==> config.mk <==
export PLATFORM = sky130hd
export DESIGN_NAME = search_ctrl_flat
export DESIGN_NICKNAME = d
export VERILOG_FILES = /design/src/rtl/search_pkg.sv /design/src/rtl/search_ctrl_if.sv /design/src/rtl/search_pat_buf.sv /design/src/rtl/search_ctrl.sv /design/src/flat_wrapper.sv
export SDC_FILE = /design/constraint.sdc
export NUM_CORES = 1
export LEC_CHECK = 0
export ABC_AREA = 1
export BUFFER_PORTS_ARGS = -buffer_cell sky130_fd_sc_hd__buf_2
export CORE_MARGIN = 2
export CORE_UTILIZATION = 37
export CTS_CLUSTER_DIAMETER = 50
export DETAILED_ROUTE_END_ITERATION = 7
export GPL_TIMING_DRIVEN = 1
export HOLD_SLACK_MARGIN = 0.03
export SKIP_LAST_GASP = 1
export SLEW_MARGIN = 20
export SYNTH_ARGS = -nofsm -noshare
export SYNTH_HDL_FRONTEND = slang
export SYNTH_SLANG_ARGS = --single-unit
==> constraint.sdc <==
create_clock -name CLK100MHZ -period 8.2 [get_ports CLK100MHZ]
set_clock_uncertainty 0.15 [all_clocks]
set_input_delay 0.41 -clock CLK100MHZ [delete_from_list [all_inputs] [get_ports CLK100MHZ]]
set_output_delay 0.41 -clock CLK100MHZ [all_outputs]
set_load 0.05 [all_outputs]
==> src/rtl/search_pkg.sv <==
// Shared types and defaults for the pattern-search sequencer.
package search_pkg;

  localparam int unsigned ADDR_W_DFLT  = 8;
  localparam int unsigned DATA_W_DFLT  = 8;
  localparam int unsigned MAX_PAT_DFLT = 16;
  localparam int unsigned BRAM_DEPTH   = 256;
  localparam int unsigned BRAM_LAT     = 1;

  typedef enum logic [2:0] {
    S_IDLE,
    S_CHECK,
    S_LOAD,
    S_SCAN,
    S_HOLD,
    S_FINISH
  } state_e;

endpackage

==> src/rtl/search_ctrl_if.sv <==
// BRAM read port and match handshake between search_ctrl and its neighbours.
interface search_ctrl_if
  import search_pkg::*;
#(
  parameter int unsigned ADDR_W = ADDR_W_DFLT,
  parameter int unsigned DATA_W = DATA_W_DFLT
);

  logic              bram_en;
  logic [ADDR_W-1:0] bram_addr;
  logic [DATA_W-1:0] bram_dout;
  logic              match_valid;
  logic              match_ready;
  logic [ADDR_W-1:0] match_addr;

  modport master (
    output bram_en, bram_addr, match_valid, match_addr,
    input  bram_dout, match_ready
  );

  modport slave (
    input  bram_en, bram_addr, match_valid, match_addr,
    output bram_dout, match_ready
  );

endinterface

==> src/rtl/search_pat_buf.sv <==
// Pattern buffer: MAX_PAT x DATA_W registers, one write port, combinational read.
module search_pat_buf #(
  parameter int unsigned DATA_W  = 8,
  parameter int unsigned MAX_PAT = 16,
  parameter int unsigned IDX_W   = (MAX_PAT > 1) ? $clog2(MAX_PAT) : 1
) (
  input  logic              clk,
  input  logic              we,
  input  logic [IDX_W-1:0]  waddr,
  input  logic [DATA_W-1:0] wdata,
  input  logic [IDX_W-1:0]  raddr,
  output logic [DATA_W-1:0] rdata
);

  logic [DATA_W-1:0] mem_q [MAX_PAT];

  always_ff @(posedge clk) begin
    if (we) mem_q[waddr] <= wdata;
  end

  assign rdata = mem_q[raddr];

endmodule

==> src/rtl/search_ctrl.sv <==
// Naive sliding-window pattern search over a 1-cycle-latency BRAM.
// Define SEARCH_FIRST_MATCH_EN to stop after the first accepted match.
module search_ctrl
  import search_pkg::*;
#(
  parameter int unsigned ADDR_W  = ADDR_W_DFLT,
  parameter int unsigned DATA_W  = DATA_W_DFLT,
  parameter int unsigned MAX_PAT = MAX_PAT_DFLT
) (
  input  logic                CLK100MHZ,
  input  logic                reset_n,
  input  logic                start,
  input  logic [ADDR_W-1:0]   pat_base,
  input  logic [ADDR_W-1:0]   pat_len,
  input  logic [ADDR_W-1:0]   blk_base,
  input  logic [ADDR_W-1:0]   blk_len,
  search_ctrl_if.master       bus,
  output logic                busy,
  output logic [ADDR_W-1:0]   match_count,
  output logic                done,
  output logic                error
);

  localparam int unsigned IDX_W = (MAX_PAT > 1) ? $clog2(MAX_PAT) : 1;

`ifdef SEARCH_FIRST_MATCH_EN
  localparam bit FIRST_ONLY = 1'b1;
`else
  localparam bit FIRST_ONLY = 1'b0;
`endif

  state_e            state_q, state_d;
  logic [ADDR_W-1:0] pat_base_q, pat_base_d;
  logic [ADDR_W-1:0] pat_len_q, pat_len_d;
  logic [ADDR_W-1:0] blk_base_q, blk_base_d;
  logic [ADDR_W-1:0] blk_len_q, blk_len_d;
  logic [ADDR_W-1:0] cand_q, cand_d;
  logic [IDX_W:0]    cnt_q, cnt_d;
  logic              rd_pend_q, rd_pend_d;
  logic [IDX_W-1:0]  rd_idx_q, rd_idx_d;
  logic [ADDR_W-1:0] match_addr_q, match_addr_d;
  logic [ADDR_W-1:0] match_count_q, match_count_d;
  logic              error_q, error_d;

  logic [ADDR_W:0]   blk_end;
  logic              illegal;
  logic [ADDR_W-1:0] last_cand;
  logic              buf_we;
  logic [DATA_W-1:0] buf_rdata;
  logic              bram_en;
  logic [ADDR_W-1:0] bram_addr;

  search_pat_buf #(
    .DATA_W  (DATA_W),
    .MAX_PAT (MAX_PAT),
    .IDX_W   (IDX_W)
  ) u_pat_buf (
    .clk   (CLK100MHZ),
    .we    (buf_we),
    .waddr (rd_idx_q),
    .wdata (bus.bram_dout),
    .raddr (rd_idx_q),
    .rdata (buf_rdata)
  );

  always_comb begin
    blk_end   = {1'b0, blk_base_q} + {1'b0, blk_len_q};
    illegal   = (pat_len_q == '0) || (pat_len_q > ADDR_W'(MAX_PAT)) ||
                (pat_len_q > blk_len_q) || (blk_end > (ADDR_W+1)'(BRAM_DEPTH));
    last_cand = blk_base_q + blk_len_q - pat_len_q;
  end

  always_comb begin
    state_d       = state_q;
    pat_base_d    = pat_base_q;
    pat_len_d     = pat_len_q;
    blk_base_d    = blk_base_q;
    blk_len_d     = blk_len_q;
    cand_d        = cand_q;
    cnt_d         = cnt_q;
    rd_pend_d     = 1'b0;
    rd_idx_d      = rd_idx_q;
    match_addr_d  = match_addr_q;
    match_count_d = match_count_q;
    error_d       = error_q;
    buf_we        = 1'b0;
    bram_en       = 1'b0;
    bram_addr     = '0;

    unique case (state_q)
      S_IDLE: begin
        if (start) begin
          pat_base_d    = pat_base;
          pat_len_d     = pat_len;
          blk_base_d    = blk_base;
          blk_len_d     = blk_len;
          match_count_d = '0;
          error_d       = 1'b0;
          cnt_d         = '0;
          state_d       = S_CHECK;
        end
      end

      S_CHECK: begin
        cnt_d = '0;
        if (illegal) begin
          error_d = 1'b1;
          state_d = S_FINISH;
        end else begin
          state_d = S_LOAD;
        end
      end

      S_LOAD: begin
        buf_we = rd_pend_q;
        cnt_d  = cnt_q + 1'b1;
        if (ADDR_W'(cnt_q) < pat_len_q) begin
          bram_en   = 1'b1;
          bram_addr = pat_base_q + ADDR_W'(cnt_q);
          rd_pend_d = 1'b1;
          rd_idx_d  = cnt_q[IDX_W-1:0];
        end
        // Wait out the read latency of the final pattern byte before scanning.
        if (ADDR_W'(cnt_q) == pat_len_q + ADDR_W'(BRAM_LAT - 1)) begin
          cand_d  = blk_base_q;
          cnt_d   = '0;
          state_d = S_SCAN;
        end
      end

      S_SCAN: begin
        if (ADDR_W'(cnt_q) < pat_len_q) begin
          bram_en   = 1'b1;
          bram_addr = cand_q + ADDR_W'(cnt_q);
          rd_pend_d = 1'b1;
          rd_idx_d  = cnt_q[IDX_W-1:0];
          cnt_d     = cnt_q + 1'b1;
        end
        // The compare resolves a read from the previous cycle; a mismatch
        // drops the read issued this cycle and restarts at the next window.
        if (rd_pend_q) begin
          if (bus.bram_dout != buf_rdata) begin
            rd_pend_d = 1'b0;
            cnt_d     = '0;
            if (cand_q == last_cand) state_d = S_FINISH;
            else                     cand_d  = cand_q + 1'b1;
          end else if (ADDR_W'(rd_idx_q) == pat_len_q - 1'b1) begin
            rd_pend_d    = 1'b0;
            match_addr_d = cand_q;
            state_d      = S_HOLD;
          end
        end
      end

      S_HOLD: begin
        if (bus.match_ready) begin
          if (match_count_q != '1) match_count_d = match_count_q + 1'b1;
          cnt_d = '0;
          if (FIRST_ONLY || cand_q == last_cand) begin
            state_d = S_FINISH;
          end else begin
            cand_d  = cand_q + 1'b1;
            state_d = S_SCAN;
          end
        end
      end

      S_FINISH: state_d = S_IDLE;

      default: state_d = S_IDLE;
    endcase
  end

  always_ff @(posedge CLK100MHZ) begin
    if (!reset_n) begin
      state_q       <= S_IDLE;
      pat_base_q    <= '0;
      pat_len_q     <= '0;
      blk_base_q    <= '0;
      blk_len_q     <= '0;
      cand_q        <= '0;
      cnt_q         <= '0;
      rd_pend_q     <= 1'b0;
      rd_idx_q      <= '0;
      match_addr_q  <= '0;
      match_count_q <= '0;
      error_q       <= 1'b0;
    end else begin
      state_q       <= state_d;
      pat_base_q    <= pat_base_d;
      pat_len_q     <= pat_len_d;
      blk_base_q    <= blk_base_d;
      blk_len_q     <= blk_len_d;
      cand_q        <= cand_d;
      cnt_q         <= cnt_d;
      rd_pend_q     <= rd_pend_d;
      rd_idx_q      <= rd_idx_d;
      match_addr_q  <= match_addr_d;
      match_count_q <= match_count_d;
      error_q       <= error_d;
    end
  end

  assign bus.bram_en     = bram_en;
  assign bus.bram_addr   = bram_addr;
  assign bus.match_valid = (state_q == S_HOLD);
  assign bus.match_addr  = match_addr_q;
  assign busy            = (state_q == S_CHECK) || (state_q == S_LOAD) ||
                           (state_q == S_SCAN)  || (state_q == S_HOLD);
  assign done            = (state_q == S_FINISH);
  assign error           = error_q;
  assign match_count     = match_count_q;

endmodule

==> src/flat_wrapper.sv <==
// flat-port wrapper written by rule: the top's interface ports become plain ports
module search_ctrl_flat import search_pkg::*;
#(
  parameter int unsigned ADDR_W  = ADDR_W_DFLT,
  parameter int unsigned DATA_W  = DATA_W_DFLT,
  parameter int unsigned MAX_PAT = MAX_PAT_DFLT
)
  (CLK100MHZ, reset_n, start, pat_base, pat_len, blk_base, blk_len, busy, match_count, done, error, bus_bram_en, bus_bram_addr, bus_match_valid, bus_match_addr, bus_bram_dout, bus_match_ready);
  search_ctrl_if #(.ADDR_W(ADDR_W), .DATA_W(DATA_W)) bus_i ();
  input  logic CLK100MHZ;
  input  logic reset_n;
  input  logic start;
  input  logic [ADDR_W-1:0] pat_base;
  input  logic [ADDR_W-1:0] pat_len;
  input  logic [ADDR_W-1:0] blk_base;
  input  logic [ADDR_W-1:0] blk_len;
  output logic busy;
  output logic [ADDR_W-1:0] match_count;
  output logic done;
  output logic error;
  output wire logic [$bits(bus_i.bram_en)-1:0] bus_bram_en;
  output wire logic [$bits(bus_i.bram_addr)-1:0] bus_bram_addr;
  output wire logic [$bits(bus_i.match_valid)-1:0] bus_match_valid;
  output wire logic [$bits(bus_i.match_addr)-1:0] bus_match_addr;
  input wire logic [$bits(bus_i.bram_dout)-1:0] bus_bram_dout;
  input wire logic [$bits(bus_i.match_ready)-1:0] bus_match_ready;
  assign bus_bram_en = bus_i.bram_en;
  assign bus_bram_addr = bus_i.bram_addr;
  assign bus_match_valid = bus_i.match_valid;
  assign bus_match_addr = bus_i.match_addr;
  assign bus_i.bram_dout = bus_bram_dout;
  assign bus_i.match_ready = bus_match_ready;
  search_ctrl #(.ADDR_W(ADDR_W), .DATA_W(DATA_W), .MAX_PAT(MAX_PAT)) u_core (.CLK100MHZ(CLK100MHZ), .reset_n(reset_n), .start(start), .pat_base(pat_base), .pat_len(pat_len), .blk_base(blk_base), .blk_len(blk_len), .bus(bus_i), .busy(busy), .match_count(match_count), .done(done), .error(error));
endmodule
## Yosys cells after proc, flatten, opt, wreduce, memory -nomap -nowiden

Memories as Yosys holds them, arrays and structs flattened. A register that Yosys moved wholly into a read port is not among the register bits.
Cells that the tools add are included.

| storage, ports and cells | value |
|---|---|
| bits in registers | 70 |
| memory bits (writable) | 128 |
| input port bits | 44 |
| output and inout bits | 29 |
| word-level logic and storage cells | 111 |
| memories | 1 |

Memory list:

| name | depth | width | rd ports | clocked after Yosys merged registers in | write ports | line | text |
|---|---|---|---|---|---|---|---|
| u_core.u_pat_buf.mem_q | 16 | 8 | 1 | 1 | 1 | search_pat_buf.sv:15 | `logic [DATA_W-1:0] mem_q [MAX_PAT];` |

| cells by class | value |
|---|---|
| $add $sub $neg | 9 |
| magnitude comparators | 4 |
| equal/unequal tests | 19 |
| multiplexer cells | 44 |
| bitwise gates (word level) | 1 |
| reductions and logical operators | 21 |

Operators by type and width:

| kind | count |
|---|---|
| 8-bit two-way mux | 10 |
| 8-bit one-hot mux with 2 select lines | 2 |
| 5-bit two-way mux | 6 |
| 3-bit two-way mux | 9 |
| 5-bit one-hot mux with 5 select lines | 1 |
| 8-bit one-hot mux with 3 select lines | 1 |
| 8-bit by 1-bit adder with 8-bit output, second input constant | 2 |
| 8-bit by 5-bit adder with 8-bit output | 2 |
| 3-bit one-hot mux with 5 select lines | 1 |
| 2-bit by 1-bit != test with 1-bit output, second input constant | 6 |
| 1-bit two-way mux | 10 |
| 8-bit by 8-bit adder with 9-bit output | 1 |
| 9-bit greater-than comparator, second input constant | 1 |
| 8-bit adder | 1 |
| 4-bit by 8-bit equality test with 1-bit output | 1 |
| 5-bit by 8-bit equality test with 1-bit output | 1 |
| 8-bit equality test | 1 |
| 8-bit by 5-bit greater-than comparator with 1-bit output, second input constant | 1 |
| 8-bit greater-than comparator | 1 |
| 8-bit zero test | 1 |
| 5-bit by 8-bit less-than comparator with 1-bit output | 1 |
| 4-bit two-way mux | 2 |
| 8-bit != test | 1 |
| 8-bit != test, second input constant | 1 |
| other kinds (22) | 34 |

## Longest topological paths before layout

| logic depth | value |
|---|---|
| depth after elaboration | 7 |
| gate-level depth with buffers | 21 |
| mapped depth without buffers | 21 |

## Hierarchy

A second synthesis with hierarchy kept.

| second synthesis, totals | value |
|---|---|
| cell total of the unflattened synthesis | 1352 |
| area total of the unflattened synthesis | 11005.6 um^2 |

By module, submodules not included:

| module | times used | cells an instance | area each (um^2) | seq. area each (um^2) |
|---|---|---|---|---|
| search_pat_buf | 1 | 543 | 5606.6 | 3843.7 |
| search_ctrl | 1 | 809 | 5398.9 | 1401.3 |

## Worst setup path after synthesis

No wires, ideal clock.

| timing path | value |
|---|---|
| path type | register to output |
| start | reg u_core.cnt_q[1] |
| end | out bus_bram_addr[3] |
| arrival time | 2.783 ns |
| data required time | 7.640 ns |
| slack | 4.857 ns |
| cell stages (with the launch flop) | 9 |
| path buffers | 0 |
| path through | dfxtp_1 > ha_1 > a21oi_1 > o21ai_0 > nand2_1 > nand2_1 > nor2_1 > inv_1 > o32ai_1 |

| between the ends | value |
|---|---|
| word-level cells in the longest chain between the ends | 3 |
| elaborated cells on any way between the ends | 6 |
| those cells by class | add/sub (2); order compare (1); mux (3) |

RTL lines:

| item | line | text |
|---|---|---|
| from (decl) | search_ctrl.sv:38 | `logic [IDX_W:0] cnt_q, cnt_d;` |
| from (signal assigned) | search_ctrl.sv:195 | `cnt_q <= cnt_d;` |
| 8-bit by 5-bit adder with 8-bit output (tied with other cells) | search_ctrl.sv:134 | `bram_addr = cand_q + ADDR_W'(cnt_q);` |
| 8-bit two-way mux (on tied branches) | search_ctrl.sv:132, search_ctrl.sv:117 |  |
| 8-bit one-hot mux with 2 select lines * | search_ctrl.sv:90 | `unique case (state_q)` |
| to (decl) | flat_wrapper.sv:22 | `output wire logic [$bits(bus_i.bram_addr)-1:0] bus_bram_addr;` |

Mark *: on every way between the ends. The rest lies on a longest branch, timed or not.

## Final worst setup path

| timing path | value |
|---|---|
| start | reg u_core.cnt_q[1] |
| end | out bus_bram_addr[7] |

Same word-level chain as after synthesis.

==> flow_summary.yaml <==
final_layout:
  syn_to_final_growth_pct: 15.6
  final_nets: 1439
  multiInputGateArea_um2: 4520
  antennaDiodeCount: 0
  final_common_cell: "nand2_1"
  finalNonFillerCells: 1744
  regArea_um2: 5330
  fill_cells: 2812
  layout-drive-gt1-share_pct: 9.63
  final_cell_mix: "nand2_1 (343), inv_1 (168), edfxtp_1 (128)"
worst_setup_path:
  worstPathRequired_ps: 7640
  critPathMaxStageDelay_ps: 650
  crit_path_start_kind: "flop"
  end_kind: "primary output"
  cp_cell_sequence: "ha_1 > a21oi_1 > o21ai_0 > nand2_1 > nand2_1 > nor2_1 > inv_1 > a31oi_1 > a32o_1 > buf_2"
  arrival_ps: 3290
  crit_top_cell: "nand2_1"
  path_buf_inv: 2
  slowest_stage: "dfxtp_1"
  cp_top_family: "simple AND/OR/NAND/NOR gates"
  path_class: "reg -> out"
  crit_fanout: 10
power:
  ir_worst_vdd_v: 0.000163
  power_switching_mw: 1.65
  p_leak_nw: 5.38
  comb_power_share_pct: 41.0
  powerDensity_nw_per_um2: 330
  swShare_pct: 40.4
  p_int_mw: 2.43
  power_frac_seq_pct: 31.3
  power_frac_clock_pct: 27.7
cts:
  cts_root_buffer: "clkbuf_16"
  htreeDepth: 1
  cts_tree: "done"
  post_cts_buffers: 0
  ctsResizeCount: 0
  cts_sinks: 202
  clock_path_buffers: 3
  numCtsBuffers: 25
  path_clk_slew_ps: 60
  hold_buffers: 19
  clock_latency_ps: 520
grt:
  grt_max_degree: 71
  antenna_found_initial: 0
  grt_pass1_vias: 8230
  overflow: 0
  grt_pass1_wl_um: 43100
  grtUsageTotal_pct: 17.7
floorplanning:
  row_count: 62
  die_height_um: 174
  die_w_um: 174
  die_area_um2: 30300
  core_area_um2: 28600
  start_util_pct: 37.4
  ios: 73
yosys:
  yosysWarningCount: 0
  synth_area_um2: 10700
  syn_nets: 1358
  synth_cell_types: 45
  async_flop_share_pct: 0
  syn_area_per_cell_um2: 8.49
  ys_ff_latch: 202
  synth_flop_cell: "edfxtp_1"
  seq_area_frac_synth_pct: 49.7
  syn_inst: 1261
  synth-edff-count: 128
detailed_routing:
  vias_per_cell: 4.87
  vias: 8486
  drt-total-wl_um: 26500
  antenna_left: 0
  wl_per_cell_um: 15.2
  drc_errors: 0
  drt_first_pass_iters: 5
  drt_iter0_markers: 648
run:
  maxCapViolCount: 0
sta:
  slew_violations: 0
  max_freq_ghz: 0.260
  hold_viol_final: 0
  setup_violations: 0
  min_period_ps: 3850
  fin_crit_sh_pct: 47.0
  slew_headroom_pct: 31.2
  worst_pin_slew_ps: 1030
  grt_setup_unrepaired: "false"
  setup_tns_ps: 0
run_status:
  status: "finished, final reports clean"
placement:
  portBuffers: 72
  placed_cells: 1680
  dp.final_hpwl_um: 18100
  gp_congestion: 0.858
worst_hold_path:
  hold_class: "in -> reg"
through the flow:
step                      setup slack [ps]  util (%)  power (mW)  hold slack (ps)  area, um2
after floorplan                       4860         -        2.59              289      10700
after global placement                4750      39.6        2.94              295      11300
after detailed placement              4710      39.6        2.96              303      11300
after CTS                             4330      43.3        4.10             30.9      12400
after global routing                  4090      43.3        4.40             33.5      12400
final                                 4350      43.3        4.08             37.2      12400
power by group through the flow:
stage | registers, mW | logic (mW) | clock network (mW)
floorplan | 1.26 | 1.32 | 0
global placement | 1.30 | 1.64 | 0
detailed placement | 1.30 | 1.66 | 0
CTS | 1.28 | 1.68 | 1.15
global route | 1.29 | 1.92 | 1.19
finish | 1.28 | 1.67 | 1.13
cells by family (layout without fill, tap and decap cells):
family / Yosys count / in the layout / share of synthesized area [%]
buf+inv: 211 / 310 / 8.11
fa+ha+maj: 53 / 53 / 6.89
simple gates: 589 / 589 / 23.7
compound gates: 175 / 175 / 8.89
flops: 202 / 202 / 49.7
xor+xnor: 31 / 31 / 2.66
synth_stat cells, types with 2 or more instances:
cell,instances,share of area [%]
o21ai_0,64,3.0
ha_1,43,5.0
nand3b_1,6,0.42
buf_2,19,0.89
inv_1,168,5.9
inv_2,3,0.11
nand4_1,12,0.70
and2_1,7,0.41
o31ai_1,4,0.28
nor2_1,82,2.9
nor2_4,2,0.21
or2_2,2,0.12
nor3b_1,2,0.14
xor2_1,19,1.6
a32o_1,2,0.19
o22ai_1,5,0.29
nand3_2,2,0.19
nand3_1,115,5.4
a21oi_1,72,3.4
a31oi_1,4,0.23
a22o_1,2,0.16
nor2_2,2,0.12
o211ai_1,6,0.42
edfxtp_1,128,36
xnor2_1,11,0.90
nor4_1,2,0.12
nor3_1,7,0.33
o21ai_1,9,0.42
clkbuf_1,13,0.46
buf_6,7,0.74
fa_1,10,1.9
nand2_1,344,12
dfxtp_1,74,14
o21a_1,2,0.14
path summary, 6_finish.rpt:
kind,slack (ps),end,start,depth (start not counted)
max,4350,bus_bram_addr[7],u_core.cnt_q[1]$_SDFFE_PN0P_,10
min,40,u_core.pat_len_q[2]$_SDFFE_PN0P_,pat_len[2],3
max reg2reg,4720,u_core.bus.match_addr[3]$_SDFFE_PN0P_,flop,15
min reg2reg,310,u_core.match_count[4]$_SDFFE_PN0P_,u_core.match_count[4]$_SDFFE_PN0P_,2
tightest hold or removal path: stages:
cell and delay [ps]:
buf_2 70, o21ai_0 80, a21oi_1 110
registers in the layout, summed over array words and instances (netlist names), named ones only:
| register | cells |
|---|---|
| u_core.pat_base_q | 8 |
| u_core.rd_pend_q | 1 |
| u_core.state_q | 3 |
| u_core.error | 1 |
| u_core.bus.match_addr | 8 |
| u_core.blk_len_q | 8 |
| u_core.rd_idx_q | 4 |
| u_core.pat_len_q | 8 |
| u_core.cnt_q | 5 |
| u_core.u_pat_buf.mem_q | 128 |
| u_core.blk_base_q | 8 |
| u_core.cand_q | 8 |
| u_core.match_count | 8 |
layer usage:
layer  GRT usage [%]  up-vias  part of all wire, %
li1                -     4320                    -
met1            23.0     3951                   45
met2            30.7      172                   48
met3            2.67       43                  4.1
met4            4.48        0                  2.4
met5               0        -                    0
final cells by class:
cell class	count	share of cell area, %
clock buffers	29	5.25
repair buffers	94	4.63
multi-input cells	848	36.5
clock inverters	16	1.57
well taps	384	3.88
flip-flops and latches	202	43.0
inverters	171	5.18
Note: power is estimated with default switching activity, not from simulation.
